### src/rtl/dmem_arbiter.sv
// ============================================================================
// dmem_arbiter
// ----------------------------------------------------------------------------
// Shares one single-port data memory between master 0 (CPU load/store unit)
// and master 1 (DMA / program loader). Round-robin arbitration, one access per
// grant, with an optional per-master lock for atomic back-to-back bursts.
//
// Optional build macro: DMEM_ARB_LOCK_TIMEOUT_EN
//   defined   : a locked burst is force-released after MAX_LOCK consecutive
//               grants and lock_err pulses for one cycle.
//   undefined : locks are unbounded, lock_err is tied to 0.
//
// Ports
//   clk, reset                 clock, synchronous active-low reset
//   mX_req/we/lock/addr/wdata  master X request, held stable until mX_gnt
//   mX_gnt                     access performed this cycle for master X
//   mX_rvalid/mX_rdata         read return, one cycle after a read grant
//   lock_err                   one-cycle pulse on a forced lock release
//   CS, DM_W, DM_R             memory strobes, decoded from the grant state
//   addr, wdata                memory address / write data of the owner
//   rdata                      combinational read data from the memory
// ============================================================================
module dmem_arbiter #(
    parameter int ADDR_W   = 32,
    parameter int DATA_W   = 32,
    parameter int MAX_LOCK = 8
) (
    input  logic              clk,
    input  logic              reset,
    input  logic              m0_req,
    input  logic              m0_we,
    input  logic              m0_lock,
    input  logic [ADDR_W-1:0] m0_addr,
    input  logic [DATA_W-1:0] m0_wdata,
    output logic              m0_gnt,
    output logic              m0_rvalid,
    output logic [DATA_W-1:0] m0_rdata,
    input  logic              m1_req,
    input  logic              m1_we,
    input  logic              m1_lock,
    input  logic [ADDR_W-1:0] m1_addr,
    input  logic [DATA_W-1:0] m1_wdata,
    output logic              m1_gnt,
    output logic              m1_rvalid,
    output logic [DATA_W-1:0] m1_rdata,
    output logic              lock_err,
    output logic              CS,
    output logic              DM_W,
    output logic              DM_R,
    output logic [ADDR_W-1:0] addr,
    output logic [DATA_W-1:0] wdata,
    input  logic [DATA_W-1:0] rdata
);

    typedef enum logic [1:0] {
        ST_IDLE = 2'd0,
        ST_GNT0 = 2'd1,
        ST_GNT1 = 2'd2
    } state_t;

    state_t              state_r;
    state_t              state_nxt_s;
    logic                last_owner_r;
    logic                m0_rvalid_r;
    logic                m1_rvalid_r;
    logic [DATA_W-1:0]   m0_rdata_r;
    logic [DATA_W-1:0]   m1_rdata_r;
    logic                owner_lock_s;
    logic                lock_limit_s;
    logic                lock_stay_s;
    logic                owner_we_s;
    logic [ADDR_W-1:0]   owner_addr_s;
    logic [DATA_W-1:0]   owner_wdata_s;
    logic                any_gnt_s;

`ifdef DMEM_ARB_LOCK_TIMEOUT_EN
    logic [7:0]          lock_cnt_r;
    logic                lock_err_r;

    // lock_cnt_r holds (grants so far in this burst - 1); the limit is hit on
    // the MAX_LOCK-th grant of the burst.
    assign lock_limit_s = (lock_cnt_r == 8'(MAX_LOCK - 1));
    assign lock_err     = lock_err_r;

    // Locked-burst length counter and forced-release error pulse.
    always_ff @(posedge clk) begin
        if (!reset) begin
            lock_cnt_r <= 8'd0;
            lock_err_r <= 1'b0;
        end else begin
            lock_err_r <= owner_lock_s && lock_limit_s;
            if (lock_stay_s) begin
                lock_cnt_r <= lock_cnt_r + 8'd1;
            end else begin
                lock_cnt_r <= 8'd0;
            end
        end
    end
`else
    assign lock_limit_s = 1'b0;
    assign lock_err     = 1'b0;
`endif

    // Owner still wants the bus: lock and req both asserted by the current owner.
    assign owner_lock_s = ((state_r == ST_GNT0) && m0_lock && m0_req) ||
                          ((state_r == ST_GNT1) && m1_lock && m1_req);
    assign lock_stay_s  = owner_lock_s && !lock_limit_s;

    // Next-state logic: round-robin from IDLE, lock/handover from a grant.
    always_comb begin
        state_nxt_s = ST_IDLE;
        case (state_r)
            ST_IDLE: begin
                if (m0_req && m1_req) begin
                    state_nxt_s = last_owner_r ? ST_GNT0 : ST_GNT1;
                end else if (m0_req) begin
                    state_nxt_s = ST_GNT0;
                end else if (m1_req) begin
                    state_nxt_s = ST_GNT1;
                end else begin
                    state_nxt_s = ST_IDLE;
                end
            end
            ST_GNT0: begin
                if (lock_stay_s) begin
                    state_nxt_s = ST_GNT0;
                end else if (m1_req) begin
                    state_nxt_s = ST_GNT1;
                end else begin
                    state_nxt_s = ST_IDLE;
                end
            end
            ST_GNT1: begin
                if (lock_stay_s) begin
                    state_nxt_s = ST_GNT1;
                end else if (m0_req) begin
                    state_nxt_s = ST_GNT0;
                end else begin
                    state_nxt_s = ST_IDLE;
                end
            end
            default: begin
                state_nxt_s = ST_IDLE;
            end
        endcase
    end

    // Owner mux for the memory-side access fields; zero when nobody owns the bus.
    always_comb begin
        owner_we_s    = 1'b0;
        owner_addr_s  = {ADDR_W{1'b0}};
        owner_wdata_s = {DATA_W{1'b0}};
        case (state_r)
            ST_GNT0: begin
                owner_we_s    = m0_we;
                owner_addr_s  = m0_addr;
                owner_wdata_s = m0_wdata;
            end
            ST_GNT1: begin
                owner_we_s    = m1_we;
                owner_addr_s  = m1_addr;
                owner_wdata_s = m1_wdata;
            end
            default: begin
                owner_we_s    = 1'b0;
                owner_addr_s  = {ADDR_W{1'b0}};
                owner_wdata_s = {DATA_W{1'b0}};
            end
        endcase
    end

    // State register, round-robin history and registered read return.
    always_ff @(posedge clk) begin
        if (!reset) begin
            state_r      <= ST_IDLE;
            last_owner_r <= 1'b1;
            m0_rvalid_r  <= 1'b0;
            m1_rvalid_r  <= 1'b0;
            m0_rdata_r   <= {DATA_W{1'b0}};
            m1_rdata_r   <= {DATA_W{1'b0}};
        end else begin
            state_r <= state_nxt_s;
            if (state_r == ST_GNT0) begin
                last_owner_r <= 1'b0;
            end else if (state_r == ST_GNT1) begin
                last_owner_r <= 1'b1;
            end else begin
                last_owner_r <= last_owner_r;
            end
            m0_rvalid_r <= (state_r == ST_GNT0) && !m0_we;
            m1_rvalid_r <= (state_r == ST_GNT1) && !m1_we;
            if ((state_r == ST_GNT0) && !m0_we) begin
                m0_rdata_r <= rdata;
            end
            if ((state_r == ST_GNT1) && !m1_we) begin
                m1_rdata_r <= rdata;
            end
        end
    end

    assign m0_gnt    = (state_r == ST_GNT0);
    assign m1_gnt    = (state_r == ST_GNT1);
    assign m0_rvalid = m0_rvalid_r;
    assign m1_rvalid = m1_rvalid_r;
    assign m0_rdata  = m0_rdata_r;
    assign m1_rdata  = m1_rdata_r;

    // The strobes are qualified with reset so that an access whose grant cycle
    // ends on a reset edge never commits to the memory.
    assign any_gnt_s = m0_gnt | m1_gnt;
    assign CS        = any_gnt_s & reset;
    assign DM_W      = CS & owner_we_s;
    assign DM_R      = CS & ~owner_we_s;
    assign addr      = owner_addr_s;
    assign wdata     = owner_wdata_s;

endmodule

### config.mk
export PLATFORM = sky130hd
export DESIGN_NAME = dmem_arbiter
export DESIGN_NICKNAME = d
export VERILOG_FILES = /design/src/rtl/dmem_arbiter.sv
export SDC_FILE = /design/constraint.sdc
export NUM_CORES = 1
export LEC_CHECK = 0
export BUFFER_PORTS_ARGS = -buffer_cell sky130_fd_sc_hd__buf_2
export CELL_PAD_IN_SITES_DETAIL_PLACEMENT = 1
export CELL_PAD_IN_SITES_GLOBAL_PLACEMENT = 2
export CORE_UTILIZATION = 20
export CTS_CLUSTER_DIAMETER = 50
export DETAILED_ROUTE_END_ITERATION = 16
export PLACE_DENSITY = 0.95
export SLEW_MARGIN = 0
export SYNTH_ARGS = -nofsm -noshare
export SYNTH_HDL_FRONTEND = slang
export SYNTH_SLANG_ARGS = --single-unit
### constraint.sdc
create_clock -name clk -period 2.6 [get_ports clk]
set_input_delay 0.26 -clock clk [delete_from_list [all_inputs] [get_ports clk]]
set_output_delay 0.26 -clock clk [all_outputs]
set_load 0.01 [all_outputs]
# Word-level counts from Yosys, hierarchy flattened

Cells that the tools add are included.

Bits in registers: 69
Word-level logic and storage cells: 38
Bits of input ports: 168
Output and inout bits: 136

Bitwise operators: 5
Eq/ne operators: 2
Reductions and logical operators: 12
Multiplexer cells: 13

Operators with widths:

| operator                                      | count |
|---|---|
| case mux 32 bit (2 select lines)              | 2 |
| 2-to-1 mux 2 bit                              | 6 |
| logical AND 1 bit                             | 7 |
| case mux 2 bit (3 select lines)               | 1 |
| AND 1 bit                                     | 3 |
| 2-to-1 mux 1 bit                              | 3 |
| == test 2 x 1 -> 1 bit, second input constant | 1 |
| == test 2 bit, second input constant          | 1 |
| zero test 1 bit                               | 2 |
| zero test 2 bit                               | 1 |
| case mux 1 bit (2 select lines)               | 1 |
| nonzero test 2 bit                            | 1 |
| logical OR 1 bit                              | 1 |
| inverter 1 bit                                | 1 |
| bitwise OR 1 bit                              | 1 |

# Longest topological paths before layout

Word-level depth: 6
Gate-level depth with buffers: 7
Depth with buffers taken out: 5

# Worst setup path after synthesis

No wires, ideal clock.

Path kind: flip-flop to output port
Start: register state_r[0]
End: output port addr[0]
Stages on the path, launching flop included: 7
Data required time: 2.340 ns
Data arrival time: 1.389 ns
Path buffers: 2
Path slack: 0.951 ns
Cells stage by stage: dfxtp_1 > inv_1 > ha_1 > and2_1 > buf_6 > buf_6 > a22o_1

Cells in the longest elaborated chain, start to end: 2
Elaborated cells between the ends (all ways): 3
Classes of those cells: eq/ne: 2; mux: 1

Ends and longest elaborated chain:

| element                          | RTL line | text |
|---|---|---|
| from (decl)                      | 61       | `state_t state_r;` |
| from (signal assigned)           | 182      | `state_r <= state_nxt_s;` |
| == test 2 bit                    | -        |  |
| named net m1_gnt                 | 43       | `output logic m1_gnt,` |
| case mux 32 bit (2 select lines) | 153      | `case (state_r)` |
| to (decl)                        | 50       | `output logic [ADDR_W-1:0] addr,` |

The timed path passes the listed nets, and every way through them passes these cells.

# Worst setup path in the final report

Start: register state_r[1]
End: output port wdata[26]

Cells in the longest elaborated chain, start to end: 2
Elaborated cells between the ends (all ways): 3
Classes of those cells: eq/ne: 2; mux: 1

Ends and longest elaborated chain:

| element                                                        | RTL line | text |
|---|---|---|
| == test 2 bit / == test 2 x 1 -> 1 bit (equally long branches) | 153      |  |
| case mux 32 bit (2 select lines) *                             | 153      |  |
| to (decl)                                                      | 51       | `output logic [DATA_W-1:0] wdata,` |

Every way passes the cells marked *; elsewhere a longest branch is shown, timed or not.

==> results.md <==
* Final setup vio count at 0
* EDFF count, synth at 0
* VDD IR-drop max at about 0.28 mV
* Final Wtd Congestion at 0.8454
* Die ar. at around 18000 um^2
* Congestion Overflow GR at 0
* Startpoint types: flip-flop
* CTS Buf Count at 9
* Leading area contributor after synthesis: dfxtp_1
* Pwr dens at between 500 and 600 nW/um^2
* Yosys warning count at 0
* Initial antenna violation count at 3
* Post-Synthesis Cells at between 300 and 400
* Distinct cells, synth at 21
* Leak pwr at 2.690 nW
* Clock tree buffer depth at 2
* Max-slew violations at 0
* Fin nets at between 800 and 900
* Die Ht at between 100 and 150 um
* Vias in the first global route at roughly 4k
* Total power at 2.736 mW
* Avg WL per Cell at 18.05 um
* Avg Cell Area, Syn at 8.576 um^2
* Sequential share of the synthesized area at between 40 and 50%
* Hold Violations, Final at 0
* # H-tree levels at 3
* Post-synth ARST share at 0%
* Total wire length at about 16 mm
* Postcts setup bufs at 0
* Routed Antenna Nets at 0
* Top cells by count, synth: nand2_1, dfxtp_1, a22o_1, a21boi_1, buf_6
* Vias per cell at around 4.5
* Pin count of the biggest net entering global routing at 65
* Hold Path Depth at 3
* Clk slew on worst S/H paths at 0.05 ns
* Clock Latency Late Sink at 0.33 ns
* CTS tree: built
* RSZ-0062 raised after global routing: false
* Clk_skew at ~0.0043 ns
* Area growth syn-to-layout at 53.48%
* Synth top area share at around two fifths
* Root buf cell: clkbuf_16
* Top post-synthesis cells by area: dfxtp_1, a22o_1, nand2_1, a21boi_1, buf_6
* Dpl cells at a little under 900
* Period Utilization, post-route at a little over nine tenths
* Drt first pass iters at 4
* Global-route wire length before repair at approximately 24 mm
* Final setup margin at about 0.12 ns
* Kind of path behind the tightest hold check: in -> reg
* Final setup TNS at 0 ns
* Critical path type: reg -> out
* Worst slew margin at between 50% and 60%
* Syn Nets at 570
* Slew @ Worst Pin at between 0.6 and 0.7 ns
* Core box area at ~17000 um^2
* Reg-to-reg setup timing slack at approximately 0.93 ns
* DR vias at between 4k and 5k
* Initial Utilization at about a fifth
* WP data arrival at 2.22 ns
* Buffers on Ports at 302
* Pre-CTS WS at around 0.065 ns
* Layout cells sized above 1 at 47.07%
* Crit path max fanout at 47
* CP Capture Type: output pin
* Max Cap Violations at 0
* Die span in x at around 130 um
* Worst path required time at ~2.3 ns
* Io pins at between 300 and 400
* Status: finished clean
* #FFs+latches synth at 69
* # rows at between 40 and 50
* Gr usage total at between 15 and 20%
* First DRT Iteration DRCs at ~180
* Peak Freq at just over 0.4 GHz
* Reg2Reg Depth at 6
* Final min period at roughly 2.5 ns
* Count leader, synth: nand2_1
* Post-DP HPWL at roughly 13 mm
* Prevailing post-synth register cell: dfxtp_1
* Final non-filler cell total at between 900 and 1k
* CTS Sinks at 69
* Residual DRC at 0
* Mapped Area at 3413 um^2
[registers in the layout, indices dropped and copies added, names as in the netlist]
name / cells
state_r: 2
m1_rdata: 32
m0_rvalid: 1
last_owner_r: 1
m0_rdata: 32
m1_rvalid: 1
[per-layer routing]
layer	routed length, um	vias to the layer above	track usage, %	part of all wire, %
met5	18	-	0	0.11
met4	726	4	8.940	4.5
met3	1302	27	5.900	8.0
met2	7690	171	29.50	47
met1	6560	1905	20.82	40
li1	-	1937	-	-
[layout make-up]
class / count / area (um^2)
Antenna cell: 1 / 2.502
Clock buffer: 11 / 242.7
Fill cell: 2097 / 11400
Inverter: 3 / 11.26
Multi-Input combinational cell: 291 / 1757
Sequential cell: 69 / 1381
Tap cell: 220 / 275.3
Timing Repair Buffer: 308 / 1569
[power breakdown]
part	internal (mW)	leakage [nW]	switching, mW	total, mW
logic	0.256	2.01	0.312	0.569
registers	1.10	0.559	0.0197	1.12
clock network	0.643	0.119	0.405	1.05
total	2.00	2.69	0.737	2.74
[worst paths after layout]
path / from / to
setup reg to reg: state_r[0]$_SDFF_PN0_ / m1_rdata[25]$_SDFFE_PN0P_
hold reg to reg: m0_rdata[15]$_SDFFE_PN0P_ / m0_rdata[15]$_SDFFE_PN0P_
hold / removal: rdata[18] / m1_rdata[18]$_SDFFE_PN0P_
setup / recovery: state_r[1]$_SDFF_PN0_ / wdata[26]
[cells in the final DEF, fill, tap and decap left out, types with 2 or more instances in the layout]
master	netlist	layout
clkbuf_16	0	9
a21boi_1	58	58
mux2i_1	2	2
and2b_1	2	2
a22o_1	64	64
buf_4	9	5
nand2_1	136	136
nand2b_1	3	3
inv_1	3	3
nor2_1	2	2
dfxtp_1	69	69
and2_1	4	2
a21boi_0	6	6
buf_2	8	302
and2_4	0	2
nor2b_1	2	2
ha_1	4	4
o22ai_1	2	2
a22oi_1	3	3
[worst max-delay path, cell delays in order (launching register included)]
cell	delay, ns
dfxtp_1	0.35
inv_1	0.08
ha_1	0.39
and2_4	0.33
buf_12	0.25
a22o_1	0.28
buf_2	0.18
[cells by family (layout without fill, tap and decap cells)]
kind of cell / count (synthesis) / count (layout) / share of synthesized area [%]
and+or+nand+nor: 149 / 150 / 17.27
AOI/OAI and AO/OA: 134 / 134 / 31.67
DFF: 69 / 69 / 40.47
buffers and inverters: 39 / 322 / 8.431
adders and majority gates: 4 / 4 / 1.466
muxes: 2 / 2 / 0.5865
other: 1 / 2 / 0.1099
[stage by stage]
step           hold WS [ns]  util [%]  cell area [um^2]
2_1_floorplan        0.3948         -              3413
3_3_place_gp         0.4386     29.95              4984
3_5_place_dp         0.4440     29.95              4984
4_1_cts              0.1577     31.41              5228
5_1_grt              0.1731     31.48              5239
6_report             0.1754     31.48              5239
[repair_timing]
| item | in CTS | in global routing |
|---|---|---|
| endpoints found under the hold margin | 0 | 0 |
| cloned | 0 | 1 |
| endpoints found under the setup margin | 64 | 3 |
| hold buffers | 0 | 0 |
| gates resized for setup | 1 | 1 |
| pin swaps | 0 | 1 |
Note: power is estimated with default switching activity, not from simulation.
